**src/rtl/vrased_log_drain.sv**
```systemverilog
// rtl/vrased_log_drain.sv - streams VRASED violation log RAM entries to a consumer
module vrased_log_drain #(
  parameter logic [15:0] DEPTH        = 16'd1024,
  parameter bit          CLR_ON_DRAIN = 1'b1
) (
  input  logic        clk,
  input  logic        reset_n,
  input  logic        start,
  input  logic [15:0] wr_ptr,
  output logic        re,
  output logic [15:0] rd_addr,
  input  logic [36:0] rd_data,
  output logic        out_valid,
  input  logic        out_ready,
  output logic [36:0] out_data,
  output logic        out_last,
  output logic        busy,
  output logic        done,
  output logic        clr_ram
);

  typedef enum logic [2:0] {
    S_IDLE, S_READ, S_WAIT, S_PRESENT, S_CLEAR, S_DONE
  } state_t;

  state_t      state, state_nxt;
  logic [15:0] idx, count;
  logic [15:0] start_count;
  logic        is_last;

  // Entries beyond the RAM depth cannot exist, so the walk saturates at DEPTH.
  assign start_count = (wr_ptr > DEPTH) ? DEPTH : wr_ptr;
  assign is_last     = (count != 16'd0) && (idx == count - 16'd1);

  always_ff @(posedge clk) begin
    if (!reset_n) begin
      state <= S_IDLE;
    end else begin
      state <= state_nxt;
    end
  end

  always_ff @(posedge clk) begin
    if (!reset_n) begin
      idx      <= 16'd0;
      count    <= 16'd0;
      out_data <= 37'd0;
    end else begin
      case (state)
        S_IDLE: begin
          if (start) begin
            count <= start_count;
            idx   <= 16'd0;
          end
        end
        S_WAIT:    out_data <= rd_data;
        S_PRESENT: if (out_ready && !is_last) idx <= idx + 16'd1;
        default: ;
      endcase
    end
  end

  always_comb begin
    state_nxt = state;
    case (state)
      S_IDLE: begin
        if (start) state_nxt = (start_count == 16'd0) ? S_DONE : S_READ;
      end
      S_READ: state_nxt = S_WAIT;
      S_WAIT: state_nxt = S_PRESENT;
      S_PRESENT: begin
        if (out_ready) begin
          if (is_last) state_nxt = CLR_ON_DRAIN ? S_CLEAR : S_DONE;
          else         state_nxt = S_READ;
        end
      end
      S_CLEAR: state_nxt = S_DONE;
      S_DONE:  state_nxt = S_IDLE;
      default: state_nxt = S_IDLE;
    endcase
  end

  always_comb begin
    re        = 1'b0;
    rd_addr   = 16'd0;
    out_valid = 1'b0;
    out_last  = 1'b0;
    busy      = (state != S_IDLE);
    done      = 1'b0;
    clr_ram   = 1'b0;
    case (state)
      S_READ: begin
        re      = 1'b1;
        rd_addr = idx;
      end
      S_PRESENT: begin
        out_valid = 1'b1;
        out_last  = is_last;
      end
      S_CLEAR: clr_ram = 1'b1;
      S_DONE:  done    = 1'b1;
      default: ;
    endcase
  end

endmodule

```
**config.mk**
```make
export PLATFORM = sky130hd
export DESIGN_NAME = vrased_log_drain
export DESIGN_NICKNAME = d
export VERILOG_FILES = /design/src/rtl/vrased_log_drain.sv
export SDC_FILE = /design/constraint.sdc
export NUM_CORES = 1
export LEC_CHECK = 0
export BUFFER_PORTS_ARGS = -buffer_cell sky130_fd_sc_hd__buf_2
export CAP_MARGIN = 15
export CORE_MARGIN = 3
export CORE_UTILIZATION = 47
export DETAILED_ROUTE_END_ITERATION = 8
export GPL_TIMING_DRIVEN = 0
export PLACE_DENSITY = 0.75
export REMOVE_ABC_BUFFERS = 1
export SYNTH_ARGS = -nofsm -noshare
export SYNTH_HDL_FRONTEND = slang
export SYNTH_SLANG_ARGS = --single-unit
export TNS_END_PERCENT = 100
```
**constraint.sdc**
```tcl
create_clock -name clk -period 3.2 [get_ports clk]
set_input_delay 0.48 -clock clk [delete_from_list [all_inputs] [get_ports clk]]
set_output_delay 0.48 -clock clk [all_outputs]
set_load 0.01 [all_outputs]
```
==> results_dict.tcl <==
set metrics [dict create \
    status "complete, but fails checks" \
    failed_checks "negative setup slack" \
    setup_viol 1 \
    num_vias 3655 \
    synth_ff_type "dfxtp_1" \
    fin_skew_ns 0.01059 \
    clock_sinks 72 \
    crit_path_end_kind "output pin" \
    synth-seq-area-share_pct 37.60 \
    slowest_stage "or4_1" \
    die_y_um 96.32 \
    ys_ff_latch 72 \
    gp_congestion 0.8761 \
    powerDensity_nw_per_um2 416.6 \
    synth-compound-area-share_pct 19.65 \
    final_hold_viol_count 0 \
    nets 635 \
    yosys.area.top_type "dfxtp_1" \
    switching_power_mw 0.5330 \
    area_delta_synth_final_pct 25.39 \
    synthXorXnorAreaFrac_pct 4.014 \
    grt-ovfl-total 0 \
    stdcell_area_sq_um 4807 \
    period_needed_ns 3.296 \
    die_area_sq_um 9277 \
    core_sq_um 7807 \
    switching_share_pct 26.62 \
    drc_errors 0 \
    die_w_um 96.32 \
    reg2regPathDepth 11 \
    num_io_pins 116 \
    first_iter_violations 154 \
    crit_chain "inv_4 -> ha_4 -> or4b_4 -> or4_1 -> o211a_1 -> nand2_1 -> nand3_2 -> nor4_4 -> and2_4 -> buf_6" \
    path_clk_slew_ns 0.08 \
    synth.distinct_cells 68 \
    antennaDiodeCount 0 \
    fin_ws_ns -0.09559 \
    cts_tree "done" \
    io_buffers 115 \
    layout_commonest_cell "buf_2" \
    ctsHoldBuffers 0 \
    start_util_pct 49.10 \
    synth_edf_count 0 \
    synthArstFlopShare_pct 0 \
    place_hpwl_um 7034 \
    synth_warnings 0 \
    comb_power_share_pct 12.4 \
    dp_cells 658 \
    wire_per_inst_um 14.66 \
    worstHoldPathType "in -> reg" \
    antenna_found_initial 0 \
    syn_area_per_cell_sq_um 8.157 \
    synthMuxAreaShare_pct 1.567 \
    max_stage_delay_ns 0.53 \
    grt_max_degree 61 \
    cap_violations 0 \
    stdcell_count 683 \
    slew_headroom_pct 43.00 \
    rsz0062_at_grt "true" \
    viasPerCell 5.351 \
    synth.top_cell.area_share_pct 37.60 \
    period_share_pct 103.0 \
    grt_pass1_wl_um 16040 \
    tns_ns -0.09559 \
    h-tree-depth 3 \
    p_leak_nw 2.115 \
    rows 32 \
    routed_wl_um 10010 \
    arrival_ns 2.82 \
    p_seq_share_pct 47.2 \
    numCtsBuffers 9 \
    fin_util_pct 61.57 \
    synth_cells 470 \
    crit_path_end "out_last" \
    synth_area_leaders "dfxtp_1 (38%), nand2_1 (9.9%), a21boi_0 (7.4%)" \
    grt_usage_pct 21.83 \
    r2r_setup_slack_ns 0.08 \
    clockRootBuffer "clkbuf_8" \
    cp-startpoint "count[0]" \
    p_clk_share_pct 40.4 \
    synthAdderAreaFrac_pct 0.6527 \
    mostFrequentLayoutCells "buf_2 (115), nand2_1 (101), dfxtp_1 (70), a21boi_0 (38), nor2_1 (27)" \
    cp_max_fo 5 \
    timing.rr.end "idx[14]" \
    clock.fmax_ghz 0.3034 \
    ir_drop_mv 0.2995 \
    final_layout_size_suffix_gt1_share_pct 30.98 \
    grt_pass1_vias 3528 \
    netlist_area_sq_um 3834 \
    clockBufferDepth 2 \
    p_int_mw 1.470 \
    ant_nets 0 \
    detail_route.first_pass.iterations 5 \
    p_total_mw 2.003 \
    tightest_slew_ns 0.8512 \
    fill_cells 692 \
    synth_top_family_by_area "simple AND/OR/NAND/NOR gates" \
    timing.rr.start "count[0]" \
    post_dp_cell_area_sq_um 4419 \
    start_kind "register" \
    yosys.area_share.simple_pct 30.91 \
    finalMaxSlewViolations 0 \
    place_worst_setup_slack_ns -0.07662 \
    hold_slack_ns 0.3759 \
    clk_latency_ns 0.34 \
    critPathRequiredTime_ns 2.72 \
    crit_type "reg -> out" \
]
==> layer usage <==
metal / global-route usage (%) / wire length, um
met4: 8.762 / 113
met1: 25.73 / 4159
met3: 6.959 / 836
met5: 0 / 0
met2: 36.63 / 4903
==> critical path, delay by kind of cell, from the launching register on <==
kind                     cells  cell delay (ns)
flip-flops                   1             0.37
AO/OA/AOI/OAI                1             0.15
adder cells (fa/ha/maj)      1             0.12
buffers and inverters        2             0.14
AND/OR/NAND/NOR              6             1.67
==> synth_stat cells (6+ instances only) <==
master    instances
nand4_1           9
nor3_1            9
nand3_1          11
nor2_1           27
a21boi_0         38
inv_1            10
xnor2_1          10
dfxtp_1          72
clkbuf_1         22
nand2_1         101
and3_1            8
nor2b_1          11
nor4_1            7
and2_1           22
a22oi_1          10
mux2i_1           6
==> flip-flops by register name (all words and copies together), names as in the netlist <==
signal,count
count,16
state,3
out_data,37
idx,16
==> power by group through the flow <==
stage	Clock [mW]	Combinational, mW	Sequential (mW)
finish	0.808	0.249	0.945
CTS	0.825	0.243	0.945
floorplan	0	0.111	0.978
global route	0.861	0.280	0.951
global placement	0	0.225	0.966
detailed placement	0	0.241	0.968
==> final cells by class <==
type / count / area (sq um) / area share, %
multi-input cells: 356 / 2272 / 47.27
clock buffers: 9 / 123.9 / 2.577
flip-flops and latches: 72 / 1449 / 30.14
repair buffers: 127 / 696.9 / 14.50
well taps: 102 / 127.6 / 2.655
inverters: 10 / 42.54 / 0.8850
clock inverters: 7 / 95.09 / 1.978
==> repair_timing <==
item	4_1_cts	5_1_grt
buffers inserted	4	4
pin swaps	4	5
endpoints found under the setup margin	15	10
resized for setup	10	15
hold endpoints to repair	0	0
==> worst min-delay path by stage <==
| stage | slack (ns) | start | cells past startpoint | endpoint |
|---|---|---|---|---|
| final | 0.38 | rd_data[13] | 3 | out_data[13] |
| after CTS | 0.37 | rd_data[13] | 3 | out_data[13] |
| after detailed placement | 0.46 | out_data[7] | 2 | out_data[7] |
| after floorplan | 0.48 | idx[7] | 2 | idx[7] |
| after global routing | 0.37 | rd_data[10] | 3 | out_data[10] |
| after global placement | 0.45 | out_data[4] | 2 | out_data[4] |
==> logic make-up (layout without fill, tap and decap cells) <==
group	count (synthesis)	in the layout
DFF	72	72
muxes	6	6
xor gates and xnor gates	16	16
AOI/OAI and AO/OA	97	97
adders and majority gates	2	2
buffers and inverters	42	153
and+or+nand+nor	235	235
Power figures use the tool's default switching activity.
